## config.mk

```make
export PLATFORM = sky130hd
export DESIGN_NAME = stack_reg_file
export DESIGN_NICKNAME = d
export VERILOG_FILES = /design/src/rtl/stack_reg_file.sv
export SDC_FILE = /design/constraint.sdc
export NUM_CORES = 1
export LEC_CHECK = 0
export ABC_AREA = 1
export CAP_MARGIN = 20
export CORE_MARGIN = 3
export CORE_UTILIZATION = 55
export DETAILED_ROUTE_END_ITERATION = 16
export MAX_ROUTING_LAYER = met4
export PLACE_DENSITY = 0.73
export SLEW_MARGIN = 15
export SYNTH_ARGS = -nofsm -noshare
export SYNTH_HDL_FRONTEND = slang
export SYNTH_SLANG_ARGS = --single-unit
```

## constraint.sdc

```tcl
create_clock -name clk -period 6.4 [get_ports clk]
set_clock_uncertainty 0.05 [all_clocks]
set_input_delay 0.64 -clock clk [delete_from_list [all_inputs] [get_ports clk]]
set_output_delay 0.64 -clock clk [all_outputs]
set_load 0.005 [all_outputs]
```

## src/rtl/stack_reg_file.sv

```systemverilog
// stack_reg_file: LIFO operand store with TOS/NOS taps, occupancy and sticky errors
module stack_reg_file #(
  parameter int WIDTH = 16,
  parameter int DEPTH = 16,
  parameter int CNT_W = 5
) (
  input  logic             clk,
  input  logic             reset,
  input  logic             push,
  input  logic             pop,
  input  logic             clr_err,
  input  logic [WIDTH-1:0] w_data,
  output logic [WIDTH-1:0] top_data,
  output logic [WIDTH-1:0] next_data,
  output logic [CNT_W-1:0] count,
  output logic             empty,
  output logic             full,
  output logic             overflow,
  output logic             underflow
);
  localparam int IDX_W = (DEPTH > 1) ? $clog2(DEPTH) : 1;
  logic [WIDTH-1:0] mem [DEPTH];
  logic [IDX_W-1:0] cidx, tidx, nidx, widx;
  logic             inc, dec, we, ovf_set, unf_set;
  // decode indices, operation and error events from registered state
  always_comb begin
    cidx      = IDX_W'(count);
    tidx      = cidx - IDX_W'(1);
    nidx      = cidx - IDX_W'(2);
    empty     = count == '0;
    full      = count == CNT_W'(DEPTH);
    top_data  = empty ? '0 : mem[tidx];
    next_data = (count < CNT_W'(2)) ? '0 : mem[nidx];
    inc       = push && (pop ? empty : !full);
    dec       = pop && !push && !empty;
    we        = push && !(full && !pop);
    widx      = (pop && !empty) ? tidx : cidx;
    ovf_set   = push && !pop && full;
    unf_set   = pop && empty;
  end
  // stack pointer and sticky error flags; a new error beats clr_err
  always_ff @(posedge clk) begin
    if (reset) begin
      count     <= '0;
      overflow  <= 1'b0;
      underflow <= 1'b0;
    end else begin
      count     <= inc ? count + CNT_W'(1) : dec ? count - CNT_W'(1) : count;
      overflow  <= ovf_set | (overflow & ~clr_err);
      underflow <= unf_set | (underflow & ~clr_err);
    end
  end
  // storage write; contents are left alone on reset
  always_ff @(posedge clk) begin
    if (!reset && we) mem[widx] <= w_data;
  end
endmodule

```

==> metrics.yaml, run 1 <==
power_density_nw_per_um2: 493
drive_gt1_frac: 0.0593
die_width_um: 165
r2r_end: "mem[9][1]"
synth_area_um2: 13900
cp_data_arrival_time_ns: 3.98
p_leak_uw: 0.00641
p_switching_uw: 3410
core_area_um2: 24600
avgSynthCellArea_um2: 8.37
p_clk_frac: 0.196
numCtsBuffers: 28
fillers: 2019
r2r_slack_ns: 2.36
critPathKind: "reg2out"
grt_pass1_wl_um: 62900
crit_chain: "inv_6, buf_4, buf_4, nand2_1, nand2_1, nand2_1, nand3_1, nand2_1, nand2_1, nand2_1, nor2_1, clkdlybuf4s50_1"
synth_nets: 1693
cpMostUsedCell: "nand2_1"
end_kind: "output port"
fmax_ghz: 0.214
design_area_um2: 15600
place_congestion: 0.889
synthToLayoutAreaGrowth_pct: 12.0
grt_pass1_vias: 11000
hold_path_class: "reg2reg"
crit_buf_inv: 4
combPwrFrac: 0.535
rsz0062_at_grt: "false"
vias: 11900
clk_pin_slew_worst_paths_ns: 0.06
portBuffers: 61
power.share.switching: 0.442
utilization: 0.634
synth_seq_cells: 263
whs_ns: 0.428
antenna_found_initial: 0
min_period_over_period: 0.730
ys_warn_count: 0
layout_min_cycle_time_ns: 4.67
setup-tns-final_ns: 0
initial_core_util: 0.566
post-cts-setup-buffer-count: 0
slew_violations: 0
root_buffer: "clkbuf_16"
die_h_um: 165
power_uw: 7700
worst-r2r-cell-count: 8
gr-total-overflow: 0
cts_tree: "done"
drtIter0Drc: 1928
final_antenna_net_count: 0
r2r_start: "count[0]"
tightestPinTransition_ns: 1.22
insertedDiodeCount: 0
seqPwrFrac: 0.269
cts_buffer_depth: 3
via_per_inst: 5.86
cts_hold_buffers: 0
drc: 0
drt-wirelength-per-cell_um: 20.6
htreeDepth: 1
cts-resized-gates: 0
cts.sinks: 263
dpl_cell_area_um2: 14800
dp_hpwl_um: 24600
ir_worst_vdd_v: 0.000369
routed_wl_um: 41700
cp_slowest_cell: "buf_4"
rows: 57
required_ns: 5.71
ys_seq_area_frac: 0.562
hold_end: "overflow"
worst_setup_path_start_kind: "register"
grtUsageTotal: 0.315
die_area_um2: 27300
slew_headroom: 0.190
setup_viol: 0
maxCapViolCount: 0
yosysUniqueCellTypes: 25
clk_latency_ns: 0.55
hp-start: "overflow"
max_stage_delay_ns: 0.75
syn_inst: 1664
hold_depth: 2
critical_path.max_fanout: 83
p_int_uw: 4300
drt-pass1-iter-count: 6
status: "finished, final reports clean"
nets: 1711
grt_max_degree: 306
hold_viol: 0
io_pins: 62
crit_family: "buffers and inverters"
## layout by cell type, fill, tap and decap left out, types with 3 or more instances in the layout
cell	n
a21oi_1	99
buf_4	30
clkbuf_1	6
clkbuf_16	29
clkbuf_8	3
clkdlybuf4s50_1	61
clkinv_1	8
clkinv_2	5
dfxtp_1	5
edfxtp_1	256
ha_1	6
inv_1	150
inv_2	4
nand2_1	539
nand3_1	232
nor2_1	126
nor2_2	17
o211ai_1	16
o21ai_0	85
o21ai_1	7
xor2_2	3
## worst min-delay path: cells and delay by family (launching register included)
kind	cells	cell delay (ns)
DFF	1	0.31
and+or+nand+nor	1	0.06
AOI/OAI and AO/OA	1	0.06
## state kept, by name, summed over array words and instances (netlist names)
register / cells
overflow: 1
count: 5
mem: 256
underflow: 1
## layout make-up
| type | instances | area [um2] | area share |
|---|---|---|---|
| clock inverter | 12 | 50.0 | 0.00321 |
| tap | 324 | 405 | 0.0260 |
| inverter | 156 | 592 | 0.0379 |
| timing repair buffer | 94 | 891 | 0.0571 |
| multi-input combinational | 1139 | 5050 | 0.324 |
| clock buffer | 38 | 790 | 0.0506 |
| sequential | 263 | 7830 | 0.502 |
## cells by family (layout without fill, tap and decap cells)
kind of cell | Yosys count | in the layout | synth area share
AND/OR/NAND/NOR | 917 | 917 | 0.269
flip-flops | 263 | 263 | 0.562
buffers and inverters | 262 | 300 | 0.0793
AO/OA/AOI/OAI | 209 | 209 | 0.0781
adder cells (fa/ha/maj) | 8 | 8 | 0.00772
XOR/XNOR | 5 | 5 | 0.00422
## power groups by stage
stage                     sequential (uW)  combinational (uW)  clock, uW
after floorplan                      2090                2410          0
after global placement               2110                3950          0
after detailed placement             2110                4020          0
after CTS                            2070                4040       1510
after global routing                 2080                4480       1580
final                                2070                4120       1510
## how the worst max path moves through the flow
stage / startpoint / endpoint / slack, ns / depth (start not counted)
global route: count[0] / next_data[2] / 1.43 / 12
global placement: count[0] / next_data[0] / 2.32 / 12
finish: count[0] / next_data[0] / 1.73 / 12
CTS: count[0] / next_data[0] / 1.69 / 12
floorplan: count[1] / mem[11][0] / 3.36 / 10
detailed placement: count[0] / next_data[0] / 2.28 / 12
## per-stage QoR
stage	instances	setup slack (ns)
after floorplan	1664	3.36
after global placement	1974	2.32
after detailed placement	1975	2.28
after CTS	2025	1.69
after global routing	2026	1.43
final	2026	1.73
## metal layers
layer  track usage  share of wire
met2         0.475           0.44
met3        0.0524           0.12
met5             -              0
met4         0.116          0.044
met1         0.435           0.39
## synth_stat cells
cell      instances  area (um2)
inv_1           150         563
nand3_1         232        1160
nand2_2           2        12.5
buf_2            55         275
nor2_2            1        6.26
buf_6             2        22.5
o21ai_0          85         425
fa_1              1        20.0
o21ai_1           7        35.0
nand3_2           1        10.0
nor2_1          142         533
dfxtp_1           7         140
xor2_1            1        8.76
buf_4            10        75.1
xnor2_1           2        17.5
o22ai_1           2        12.5
edfxtp_1        256        7690
ha_1              7        87.6
nand2_1         539        2020
buf_1             5        18.8
clkbuf_1         34         128
inv_2             6        22.5
a21oi_1          99         495
xor2_2            2        32.5
o211ai_1         16         120
No activity file was read; power rests on OpenSTA's default activity.
==> inputs of run 2 (changes only) <==
Clock period 6.4 ns to 4.6 ns, I/O delays scaled along.
==> metrics.yaml, run 2 (synthesis results as in run 1) <==
status: "finished, final reports clean"
drt-pass1-iter-count: 5
routed_wl_um: 41600
critical_path.max_fanout: 60
r2r_end: "mem[7][13]"
cts_hold_buffers: 0
reg_top3: "mem (256), count (5)"
layout.cells.non_filler: 2032
tightestPinTransition_ns: 1.04
r2r_start: "count[1]"
largest-register: "mem"
htreeDepth: 1
rows: 57
clk_pin_slew_worst_paths_ns: 0.06
die_area_um2: 27300
grt_max_degree: 161
placed_cells: 1982
seqPwrFrac: 0.270
drc: 0
post-cts-setup-buffer-count: 0
maxCapViolCount: 0
cts-resized-gates: 0
min_period_over_period: 0.942
cts.sinks: 263
drive_gt1_frac: 0.0615
hold_end: "overflow"
grt_pass1_vias: 11100
final_antenna_net_count: 0
critPathKind: "reg2out"
die_h_um: 165
clk_latency_ns: 0.55
design_area_um2: 15600
insertedDiodeCount: 0
via_per_inst: 5.87
r2r_slack_ns: 1.01
grtUsageTotal: 0.316
io_pins: 62
gr-total-overflow: 0
end_kind: "output port"
cts_buffer_depth: 3
dpl_cell_area_um2: 14800
slew_headroom: 0.310
p_leak_uw: 0.00642
die_width_um: 165
antenna_found_initial: 0
place_congestion: 0.913
hold_viol: 0
cts_tree: "done"
final_common_cell: "nand2_1"
wl_met3_um: 4380
drt-wirelength-per-cell_um: 20.4
hold_depth: 2
hold_path_class: "reg2reg"
cp_data_arrival_time_ns: 3.82
slew_violations: 0
highest_layer: "met4"
worst_setup_path_start_kind: "register"
numCtsBuffers: 29
grt_pass1_wl_um: 63300
combPwrFrac: 0.539
dp_hpwl_um: 25600
setup_viol: 0
largest_reg_flops: 256
required_ns: 4.09
root_buffer: "clkbuf_16"
worst-r2r-cell-count: 10
drtIter0Drc: 1775
p_int_uw: 5950
power_uw: 10700
p_switching_uw: 4740
fmax_ghz: 0.231
vias: 11900
power_density_nw_per_um2: 684
power.share.switching: 0.444
wl_met2_um: 18900
ir_worst_vdd_v: 0.000522
layout_min_cycle_time_ns: 4.33
core_area_um2: 24600
initial_core_util: 0.566
setup-tns-final_ns: 0
nets: 1718
rsz0062_at_grt: "false"
portBuffers: 61
hp-start: "overflow"
layout_common_cells: "nand2_1, edfxtp_1, nand3_1"
p_clk_frac: 0.192
drt-met1-wl_um: 16300
synthToLayoutAreaGrowth_pct: 12.2
-- run 2: changes by cell type in the layout (fill, tap and decap cells not counted), sizes merged --
cell    before  now
inv        155  156
clkinv      13   14
buf         33   39
clkbuf      38   36
-- run 2: worst max path at each step --
stage,startpoint,end,slack [ns]
after floorplan,count[1],mem[11][0],1.56
after global placement,count[1],next_data[14],0.97
after detailed placement,count[1],next_data[14],0.88
after CTS,count[1],next_data[14],0.29
after global routing,count[1],next_data[14],0.13
final,count[1],next_data[14],0.27
-- run 2: per-layer routing --
layer / global-route usage / vias up
met1: 0.429 / 5559
met4: 0.134 / 0
met5: - / -
met2: 0.482 / 683
met3: 0.0434 / 134
li1: - / 5550
-- run 2: power groups by stage --
stage / Sequential, uW / Clock [uW] / Combinational (uW)
3_3_place_gp: 2920 / 0 / 5550
2_1_floorplan: 2910 / 0 / 3350
4_1_cts: 2880 / 2070 / 5660
3_5_place_dp: 2930 / 0 / 5620
5_1_grt: 2900 / 2160 / 6270
6_report: 2880 / 2050 / 5760
-- run 2: stage by stage --
stage          hold slack, ns  utilization  worst slack [ns]
4_1_cts                 0.439        0.635             0.293
2_1_floorplan           0.420            -              1.56
5_1_grt                 0.455        0.635             0.135
3_3_place_gp            0.414        0.602             0.972
3_5_place_dp            0.429        0.602             0.880
6_report                0.434        0.635             0.268
-- run 2: layout make-up --
type | count | area (um2)
Clock buffer | 36 | 752
Clock inverter | 14 | 62.6
Timing Repair Buffer | 100 | 941
Fill cell | 2025 | 8970
Inverter | 156 | 592
Multi-Input combinational cell | 1139 | 5050
Sequential cell | 263 | 7830
Tap cell | 324 | 405
-- run 2: worst max-delay path: stages (launching register included) --
cell and delay (ns):
dfxtp_2 0.32, clkinv_2 0.06, buf_4 0.59, ha_1 0.37, inv_1 0.63, nand3_1 0.20, a21oi_1 0.51, nor2_1 0.10
clkdlybuf4s50_1 0.46
==> inputs of run 3 (changes only) <==
Settings changed: CAP_MARGIN 20 to 25, HOLD_SLACK_MARGIN set to 0.05.
==> results of run 3 <==
Same layout as run 2: the final DEF is identical, and so are final timing and power.
